--- config.mk ---
export PLATFORM = sky130hd
export DESIGN_NAME = rs_enc_lfsr_seq
export DESIGN_NICKNAME = d
export VERILOG_FILES = /design/src/rtl/hqc_rs_pkg.sv /design/src/rtl/rs_enc_lfsr_seq_gf256_const_mul.sv /design/src/rtl/rs_enc_lfsr_seq.sv
export SDC_FILE = /design/constraint.sdc
export NUM_CORES = 1
export LEC_CHECK = 0
export CORE_MARGIN = 5
export CORE_UTILIZATION = 56
export DETAILED_ROUTE_END_ITERATION = 8
export PLACE_DENSITY = 0.82
export SLEW_MARGIN = 5
export SYNTH_ARGS = -nofsm -noshare
export SYNTH_HDL_FRONTEND = slang
export SYNTH_HIERARCHICAL = 1
export SYNTH_SLANG_ARGS = --single-unit
--- constraint.sdc ---
create_clock -name clk -period 9.35 [get_ports clk]
set_input_delay 1.87 -clock clk [delete_from_list [all_inputs] [get_ports clk]]
set_output_delay 1.87 -clock clk [all_outputs]
set_load 0.05 [all_outputs]
--- src/rtl/hqc_rs_pkg.sv ---
// Shared constants for the HQC Reed-Solomon parity generator: code sizes per parameter set,
// GF(2^8) arithmetic over x^8+x^4+x^3+x^2+1 and the generator polynomials derived from it.
package hqc_rs_pkg;

  localparam int N1_BYTES_128 = 46;
  localparam int K_BYTES_128  = 16;
  localparam int N1_BYTES_192 = 56;
  localparam int K_BYTES_192  = 24;
  localparam int N1_BYTES_256 = 90;
  localparam int K_BYTES_256  = 32;

  localparam logic [7:0] GF_POLY = 8'h1D;
  localparam int         MAX_PAR = N1_BYTES_256 - K_BYTES_256;

  typedef logic [MAX_PAR-1:0][7:0] rs_gvec_t;

  typedef enum logic [1:0] {
    IDLE   = 2'd0,
    ABSORB = 2'd1,
    FIN    = 2'd2,
    DRAIN  = 2'd3
  } rs_state_e;

  function automatic logic [7:0] gf_xtime(input logic [7:0] a);
    return {a[6:0], 1'b0} ^ (a[7] ? GF_POLY : 8'h00);
  endfunction

  // Shift-and-add multiply; with one operand constant this folds to a pure XOR network.
  function automatic logic [7:0] gf_mul(input logic [7:0] a, input logic [7:0] b);
    logic [7:0] acc;
    logic [7:0] sh;
    acc = 8'h00;
    sh  = a;
    for (int i = 0; i < 8; i++) begin
      if (b[i]) acc = acc ^ sh;
      sh = gf_xtime(sh);
    end
    return acc;
  endfunction

  // g(x) = prod_{i=1..par} (x - alpha^i), alpha = 0x02; monic term dropped from the result.
  function automatic rs_gvec_t gen_poly(input int par);
    logic [MAX_PAR:0][7:0] g;
    logic [7:0]            root;
    g    = '0;
    g[0] = 8'h01;
    root = 8'h01;
    for (int i = 1; i <= par; i++) begin
      root = gf_xtime(root);
      for (int j = i; j >= 1; j--) g[j] = g[j-1] ^ gf_mul(g[j], root);
      g[0] = gf_mul(g[0], root);
    end
    return g[MAX_PAR-1:0];
  endfunction

  localparam rs_gvec_t RS_G_128 = gen_poly(N1_BYTES_128 - K_BYTES_128);
  localparam rs_gvec_t RS_G_192 = gen_poly(N1_BYTES_192 - K_BYTES_192);
  localparam rs_gvec_t RS_G_256 = gen_poly(N1_BYTES_256 - K_BYTES_256);

  function automatic int n1_of(input string ps);
    if (ps == "hqc192") return N1_BYTES_192;
    if (ps == "hqc256") return N1_BYTES_256;
    return N1_BYTES_128;
  endfunction

  function automatic int k_of(input string ps);
    if (ps == "hqc192") return K_BYTES_192;
    if (ps == "hqc256") return K_BYTES_256;
    return K_BYTES_128;
  endfunction

  function automatic rs_gvec_t gen_of(input string ps);
    if (ps == "hqc192") return RS_G_192;
    if (ps == "hqc256") return RS_G_256;
    return RS_G_128;
  endfunction

endpackage

--- src/rtl/rs_enc_lfsr_seq_gf256_const_mul.sv ---
// Combinational GF(2^8) multiply by a constant coefficient (XOR network, no tables).
module gf256_const_mul
  import hqc_rs_pkg::*;
#(
  parameter logic [7:0] COEF = 8'h01
) (
  input  logic [7:0] din,
  output logic [7:0] dout
);

  assign dout = gf_mul(din, COEF);

endmodule

--- src/rtl/rs_enc_lfsr_seq.sv ---
// Byte-serial systematic RS parity LFSR for HQC. Optional serial parity drain port
// enabled by defining RS_ENC_STREAM_OUT_EN.
module rs_enc_lfsr_seq
  import hqc_rs_pkg::*;
#(
  parameter  string parameter_set = "hqc128",
  localparam int    N1_BYTES      = n1_of(parameter_set),
  localparam int    K_BYTES       = k_of(parameter_set),
  localparam int    PAR_BYTES     = N1_BYTES - K_BYTES,
  localparam int    CNT_W         = $clog2(K_BYTES + 1)
) (
  input  logic                   clk,
  input  logic                   rst_n,
  input  logic                   start,
  input  logic [7:0]             msg_in,
  input  logic                   msg_valid,
  output logic                   msg_ready,
  output logic [8*PAR_BYTES-1:0] parity_out,
  output logic                   busy,
`ifdef RS_ENC_STREAM_OUT_EN
  output logic [7:0]             par_byte,
  output logic                   par_valid,
  input  logic                   par_ready,
`endif
  output logic                   done
);

  localparam rs_gvec_t G_VEC = gen_of(parameter_set);

  rs_state_e                   state_q, state_d;
  logic [PAR_BYTES-1:0][7:0]   lfsr_q, lfsr_d;
  logic [PAR_BYTES-1:0][7:0]   tmp;
  logic [CNT_W-1:0]            cnt_q, cnt_d;
  logic [7:0]                  gate;

  // Feedback byte: incoming symbol folded with the LFSR's top byte.
  assign gate = msg_in ^ lfsr_q[PAR_BYTES-1];

  for (genvar j = 0; j < PAR_BYTES; j++) begin : g_mul
    gf256_const_mul #(.COEF(G_VEC[j])) u_mul (
      .din  (gate),
      .dout (tmp[j])
    );
  end

`ifdef RS_ENC_STREAM_OUT_EN
  localparam int DIDX_W = (PAR_BYTES > 1) ? $clog2(PAR_BYTES) : 1;
  logic [DIDX_W-1:0] didx_q, didx_d;
`endif

  always_comb begin
    state_d = state_q;
    lfsr_d  = lfsr_q;
    cnt_d   = cnt_q;
`ifdef RS_ENC_STREAM_OUT_EN
    didx_d  = didx_q;
`endif
    case (state_q)
      IDLE: begin
        if (start) begin
          state_d = ABSORB;
          lfsr_d  = '0;
          cnt_d   = '0;
        end
      end
      ABSORB: begin
        if (msg_valid) begin
          lfsr_d[0] = tmp[0];
          for (int j = 1; j < PAR_BYTES; j++) lfsr_d[j] = lfsr_q[j-1] ^ tmp[j];
          cnt_d = cnt_q + CNT_W'(1);
          if (cnt_q == CNT_W'(K_BYTES - 1)) state_d = FIN;
        end
      end
      FIN: begin
`ifdef RS_ENC_STREAM_OUT_EN
        state_d = DRAIN;
        didx_d  = DIDX_W'(PAR_BYTES - 1);
`else
        state_d = IDLE;
`endif
      end
`ifdef RS_ENC_STREAM_OUT_EN
      DRAIN: begin
        // Highest-order parity byte leaves first.
        if (par_ready) begin
          if (didx_q == '0) state_d = IDLE;
          else              didx_d  = didx_q - DIDX_W'(1);
        end
      end
`endif
      default: state_d = IDLE;
    endcase
  end

  always_ff @(posedge clk or negedge rst_n) begin
    if (!rst_n) begin
      state_q <= IDLE;
      lfsr_q  <= '0;
      cnt_q   <= '0;
    end else begin
      state_q <= state_d;
      lfsr_q  <= lfsr_d;
      cnt_q   <= cnt_d;
    end
  end

`ifdef RS_ENC_STREAM_OUT_EN
  always_ff @(posedge clk or negedge rst_n) begin
    if (!rst_n) didx_q <= '0;
    else        didx_q <= didx_d;
  end

  assign par_valid = (state_q == DRAIN);
  assign par_byte  = lfsr_q[didx_q];
`endif

  // Ready decodes the state register only, so it never depends on msg_valid.
  assign msg_ready  = (state_q == ABSORB);
  assign done       = (state_q == FIN);
  assign parity_out = lfsr_q;
`ifdef RS_ENC_STREAM_OUT_EN
  assign busy = (state_q == ABSORB) || (state_q == DRAIN) || ((state_q == IDLE) && start);
`else
  assign busy = (state_q == ABSORB) || ((state_q == IDLE) && start);
`endif

endmodule

==> results of run 1 <==
==> per-stage QoR <==
| stage | area (µm²) | utilization, % | hold slack [ns] |
|---|---|---|---|
| 2_1_floorplan | 17300 | - | 0.456 |
| 3_3_place_gp | 20200 | 66.2 | 0.472 |
| 3_5_place_dp | 20200 | 66.2 | 0.479 |
| 4_1_cts | 21200 | 69.5 | 0.493 |
| 5_1_grt | 21200 | 69.5 | 0.525 |
| 6_report | 21200 | 69.5 | 0.495 |
==> layout make-up <==
class	count	area (µm²)
inverters	6	22.5
clock buffers	40	847
multi-input cells	1087	10700
repair buffers	277	2760
clock inverters	13	145
well taps	396	495
flip-flops and latches	247	6180
fillers	2214	9320
==> worst max-delay path: stages <==
cell	delay [ns]
clkdlybuf4s50_1	0.52
nor2_1	0.05
or2_2	0.31
inv_1	0.06
clkdlybuf4s50_1	0.80
==> routing by layer <==
layer  GRT usage, %  up-vias
met5              0        -
met4           5.97        0
met3           5.63       59
met2           44.4      456
met1           36.6     6179
li1               -     5428
==> worst paths after layout <==
check / start / end / slack, ns / cells past startpoint
hold / removal: cnt_q[4]$_DFFE_PN0P_ / cnt_q[4]$_DFFE_PN0P_ / 0.49 / 1
setup reg to reg: state_q[1]$_DFFE_PN0P_ / parity_out[204]$_DFFE_PN0P_ / 5.68 / 4
max in group asynchronous: rst_n / state_q[1]$_DFFE_PN0P_ / 6.27 / 2
setup / recovery: start / busy / 3.86 / 5
min in group asynchronous: rst_n / parity_out[177]$_DFFE_PN0P_ / 1.47 / 1
hold reg to reg: cnt_q[4]$_DFFE_PN0P_ / cnt_q[4]$_DFFE_PN0P_ / 0.49 / 1
==> flip-flops by register name (all words and copies together) (netlist names) <==
signal      flops
parity_out    240
state_q         2
cnt_q           5
==> cell usage in the layout (no fill, tap or decap), drive strengths merged, types with 2 or more instances in the layout <==
cell type / netlist / routed
xnor2: 396 / 396
clkdlybuf4s50: 0 / 253
dfrtp: 247 / 247
xor2: 193 / 193
o21ai: 156 / 156
o31ai: 154 / 154
a22o: 89 / 89
xnor3: 63 / 63
clkbuf: 60 / 40
buf: 38 / 24
xor3: 18 / 18
clkinv: 0 / 8
inv: 6 / 6
bufinv: 0 / 3
nor2: 2 / 2
and3: 2 / 2
nand2: 2 / 2
ha: 2 / 2
clkinvlp: 0 / 2
or2: 2 / 2
==> logic make-up after synthesis <==
kind of cell	share of synthesized area [%]
DFF	35.8
muxes	0.123
buffers and inverters	3.08
and+or+nand+nor	0.369
AOI/OAI and AO/OA	18.4
adders and majority gates	0.145
xor gates and xnor gates	42.1
==> impl_metrics.env, run 1 <==
export IMPL_status="finished, final reports clean"
export IMPL_dp_cells=2013
export IMPL_yosysTopAreaCell="dfrtp_1"
export IMPL_die_h_um=186
export IMPL_met3_length_um=3620
export IMPL_grt_overflow_total=0
export IMPL_synthesis_area_um2=17300
export IMPL_cts_tree="built"
export IMPL_cts_resized=0
export IMPL_max_slew_margin_pct=21.1
export IMPL_antenna_found_initial=0
export IMPL_highest_signal_layer="met4"
export IMPL_numCtsBuffers=29
export IMPL_dpl_hpwl_um=27800
export IMPL_synth_top_area_share_pct=35.8
export IMPL_setup_ws_ns=3.86
export IMPL_cts_hold_fix_buffers=0
export IMPL_synth_cell_types=39
export IMPL_skew_ns=0.0139
export IMPL_grt_start_max_net_pins=165
export IMPL_grt_pass1_vias=12900
export IMPL_io_buffers=254
export IMPL_dr_pass1_iters=4
export IMPL_rows=64
export IMPL_synth_nets=1452
export IMPL_synthCells=1438
export IMPL_critPathCaptureType="primary output"
export IMPL_slew_violations=0
export IMPL_core_area_um2=30500
export IMPL_route_vias_total=12100
export IMPL_synthArstFlopShare_pct=100
export IMPL_antenna_cells=0
export IMPL_post_drt_wl_per_cell_um=22.5
export IMPL_dieArea_um2=34500
export IMPL_fp_dieW_um=186
export IMPL_pin_count=255
export IMPL_layout_nets=1662
export IMPL_fmax_mhz=182
export IMPL_yosys_cell_count_top_type="xnor2_1"
export IMPL_cts_setup_buffers=0
export IMPL_crit_required_ns=7.48
export IMPL_cts_sinks=247
export IMPL_htreeDepth=1
export IMPL_hp_class="reg2reg"
export IMPL_synth_seq_area_share_pct=35.8
export IMPL_clk_path_buf_depth=3
export IMPL_drt_iter0_drc=892
export IMPL_tns_ns=0
export IMPL_fin_cells=2066
export IMPL_worstPathArrival_ns=3.62
export IMPL_detail_route_vias_per_cell=5.87
export IMPL_place_congestion=0.806
export IMPL_avgSynthCellArea_um2=12.0
export IMPL_criticalPathCategory="in2out"
export IMPL_start_util_pct=56.6
export IMPL_drc=0
export IMPL_ys_seq_elements=247
export IMPL_period_minus_slack_ns=5.49
export IMPL_clk_pin_slew_ns=0.06
export IMPL_synth_edf_count=0
export IMPL_grt_pass1_wl_um=74000
export IMPL_root_buffer="clkbuf_16"
export IMPL_yosysWarnings=6
export IMPL_clock_latency_ns=0.54
export IMPL_ant_nets=0
export IMPL_cap_violations=0
export IMPL_areaGrowthSynthToFinish_pct=22.7
export IMPL_drive_gt1_share_pct=13.2
export IMPL_min_period_over_period_pct=58.7
export IMPL_cp_start_kind="input pin"
export IMPL_gr_usage_all_layers_pct=26.8
export IMPL_dr_wl_met2_um=22500
export IMPL_met1_length_um=19500
export IMPL_final_hold_violation_count=0
export IMPL_rsz0062_at_grt="no"
export IMPL_wl_um=46600
export IMPL_synth_common_cells="xnor2_1 (382), dfrtp_1 (247), xor2_1 (177)"
export IMPL_setup_violations=0
export IMPL_worstMarginPinSlew_ns=1.18
export IMPL_netlist_top_cells_area="dfrtp_1 (36%), xnor2_1 (19%), xor2_1 (9.0%)"
export IMPL_pre_cts_ws_ns=3.87
export IMPL_crit_fanout=3
export IMPL_synthFlopType="dfrtp_1"
Power of run 1 is left out: the tool's default activity adds up to more than one toggle a clock period on the data nets, which glitch-free logic cannot reach.
==> run 2: changes to the inputs <==
clock period = 5.19 ns   (was 9.35 ns; I/O delays follow)
==> run 2 against run 1 <==
Global-route usage increased by 0.61 points. Routed wire length rose by 2.9%. Cell area rose by 1.5%. First-iteration DRC count fell by 0.90%. Non-clock buffer count rose by 22. Count of clock-buffer cells in the layout increased by 7. Critical path depth did not move. Via count increased by 1.8%. Die area is the same. Sequential share of layout area is 0.44 points lower. Clock skew is essentially flat. Register-to-register slack worse by 3.9 ns.
==> impl_metrics.env, run 2 (synthesis gave the netlist of run 1 again) <==
export IMPL_r2r_end="parity_out[82]$_DFFE_PN0P_"
export IMPL_cp_slowest_cell="clkdlybuf4s50_1"
export IMPL_dpl_hpwl_um=30200
export IMPL_postLayoutCoreUtil_pct=70.5
export IMPL_layout_nets=1684
export IMPL_numCtsBuffers=29
export IMPL_skew_ns=0.0135
export IMPL_whs_ns=0.498
export IMPL_hp_class="reg2reg"
export IMPL_r2r_slack_ns=1.75
export IMPL_core_area_um2=30500
export IMPL_cts_tree="built"
export IMPL_hp_start="cnt_q[4]$_DFFE_PN0P_"
export IMPL_cts_hold_fix_buffers=0
export IMPL_dr_pass1_iters=5
export IMPL_grt_pass1_vias=12900
export IMPL_grt_pass1_wl_um=75700
export IMPL_antenna_found_initial=0
export IMPL_worstPathArrival_ns=2.81
export IMPL_htreeDepth=1
export IMPL_place_congestion=0.820
export IMPL_cp_start_kind="input pin"
export IMPL_route_vias_total=12300
export IMPL_tns_ns=0
export IMPL_period_minus_slack_ns=3.85
export IMPL_r2r_start="state_q[1]$_DFFE_PN0P_"
export IMPL_criticalPathCategory="in2out"
export IMPL_worstMarginPinSlew_ns=1.10
export IMPL_cts_sinks=247
export IMPL_pin_count=255
export IMPL_detail_route_vias_per_cell=5.92
export IMPL_clk_pin_slew_ns=0.06
export IMPL_gr_usage_all_layers_pct=27.4
export IMPL_cts_resized=0
export IMPL_antenna_cells=0
export IMPL_die_h_um=186
export IMPL_post_drt_wl_per_cell_um=23.0
export IMPL_fmax_mhz=260
export IMPL_drive_gt1_share_pct=14.1
export IMPL_final_hold_violation_count=0
export IMPL_whs_endpoint="cnt_q[4]$_DFFE_PN0P_"
export IMPL_rsz0062_at_grt="no"
export IMPL_setup_violations=0
export IMPL_place_area_um2=20500
export IMPL_grt_overflow_total=0
export IMPL_drt_iter0_drc=884
export IMPL_largest_reg_flops=240
export IMPL_cp_num_buf_inv=3
export IMPL_crit_required_ns=4.15
export IMPL_slew_violations=0
export IMPL_dieArea_um2=34500
export IMPL_critPathMaxStageDelay_ns=0.81
export IMPL_areaGrowthSynthToFinish_pct=24.5
export IMPL_clock_latency_ns=0.55
export IMPL_min_period_over_period_pct=74.1
export IMPL_crit_chain="clkdlybuf4s50_1 > nor2_1 > or2_2 > inv_1 > clkdlybuf4s50_1"
export IMPL_final_common_cell="xnor2_1"
export IMPL_cap_violations=0
export IMPL_rows=64
export IMPL_crit_fanout=3
export IMPL_final_area_um2=21500
export IMPL_whs_path_depth=1
export IMPL_status="finished, final reports clean"
export IMPL_grt_start_max_net_pins=155
export IMPL_start_util_pct=56.6
export IMPL_max_slew_margin_pct=26.8
export IMPL_fp_dieW_um=186
export IMPL_critPathCaptureType="primary output"
export IMPL_wl_um=47900
export IMPL_ant_nets=0
export IMPL_clk_path_buf_depth=3
export IMPL_final_cell_mix="xnor2_1 (382), clkdlybuf4s50_1 (253), dfrtp_1 (246), xor2_1 (169), o21ai_0 (142)"
export IMPL_cp_top_family="buffers and inverters"
export IMPL_crit_top_cell="clkdlybuf4s50_1"
export IMPL_drc=0
export IMPL_io_buffers=254
export IMPL_rr_worst_depth=4
export IMPL_root_buffer="clkbuf_16"
export IMPL_cts_setup_buffers=0
[run 2: final cells by class]
cell class              count  area (µm²)
clock inverters             3        43.8
flip-flops and latches    247        6180
well taps                 396         495
multi-input cells        1087       10700
clock buffers              47         933
repair buffers            299        3100
inverters                   6        22.5
fillers                  2131        8990
[run 2: worst max-delay path by stage]
stage,from,to,slack [ns],cells past startpoint
6_report,start,busy,1.34,5
3_3_place_gp,start,busy,1.36,5
5_1_grt,start,busy,1.31,5
2_1_floorplan,msg_in[6],parity_out[5]$_DFFE_PN0P_,0.82,5
3_5_place_dp,msg_in[1],parity_out[154]$_DFFE_PN0P_,1.29,7
4_1_cts,start,busy,1.35,5
[run 2: layer usage]
metal / vias to the layer above / share of wire (%) / global-route usage [%]
li1: 5462 / - / -
met1: 6359 / 44 / 39.5
met2: 438 / 47 / 44.1
met3: 76 / 7.1 / 4.28
met4: 0 / 2.0 / 6.27
met5: - / 0 / 0
[run 2: stage by stage]
step	std cells	setup WS [ns]
2_1_floorplan	1438	0.821
3_3_place_gp	2035	1.36
3_5_place_dp	2035	1.29
4_1_cts	2085	1.35
5_1_grt	2085	1.31
6_report	2085	1.34
Power of run 2 is left out for the same reason.
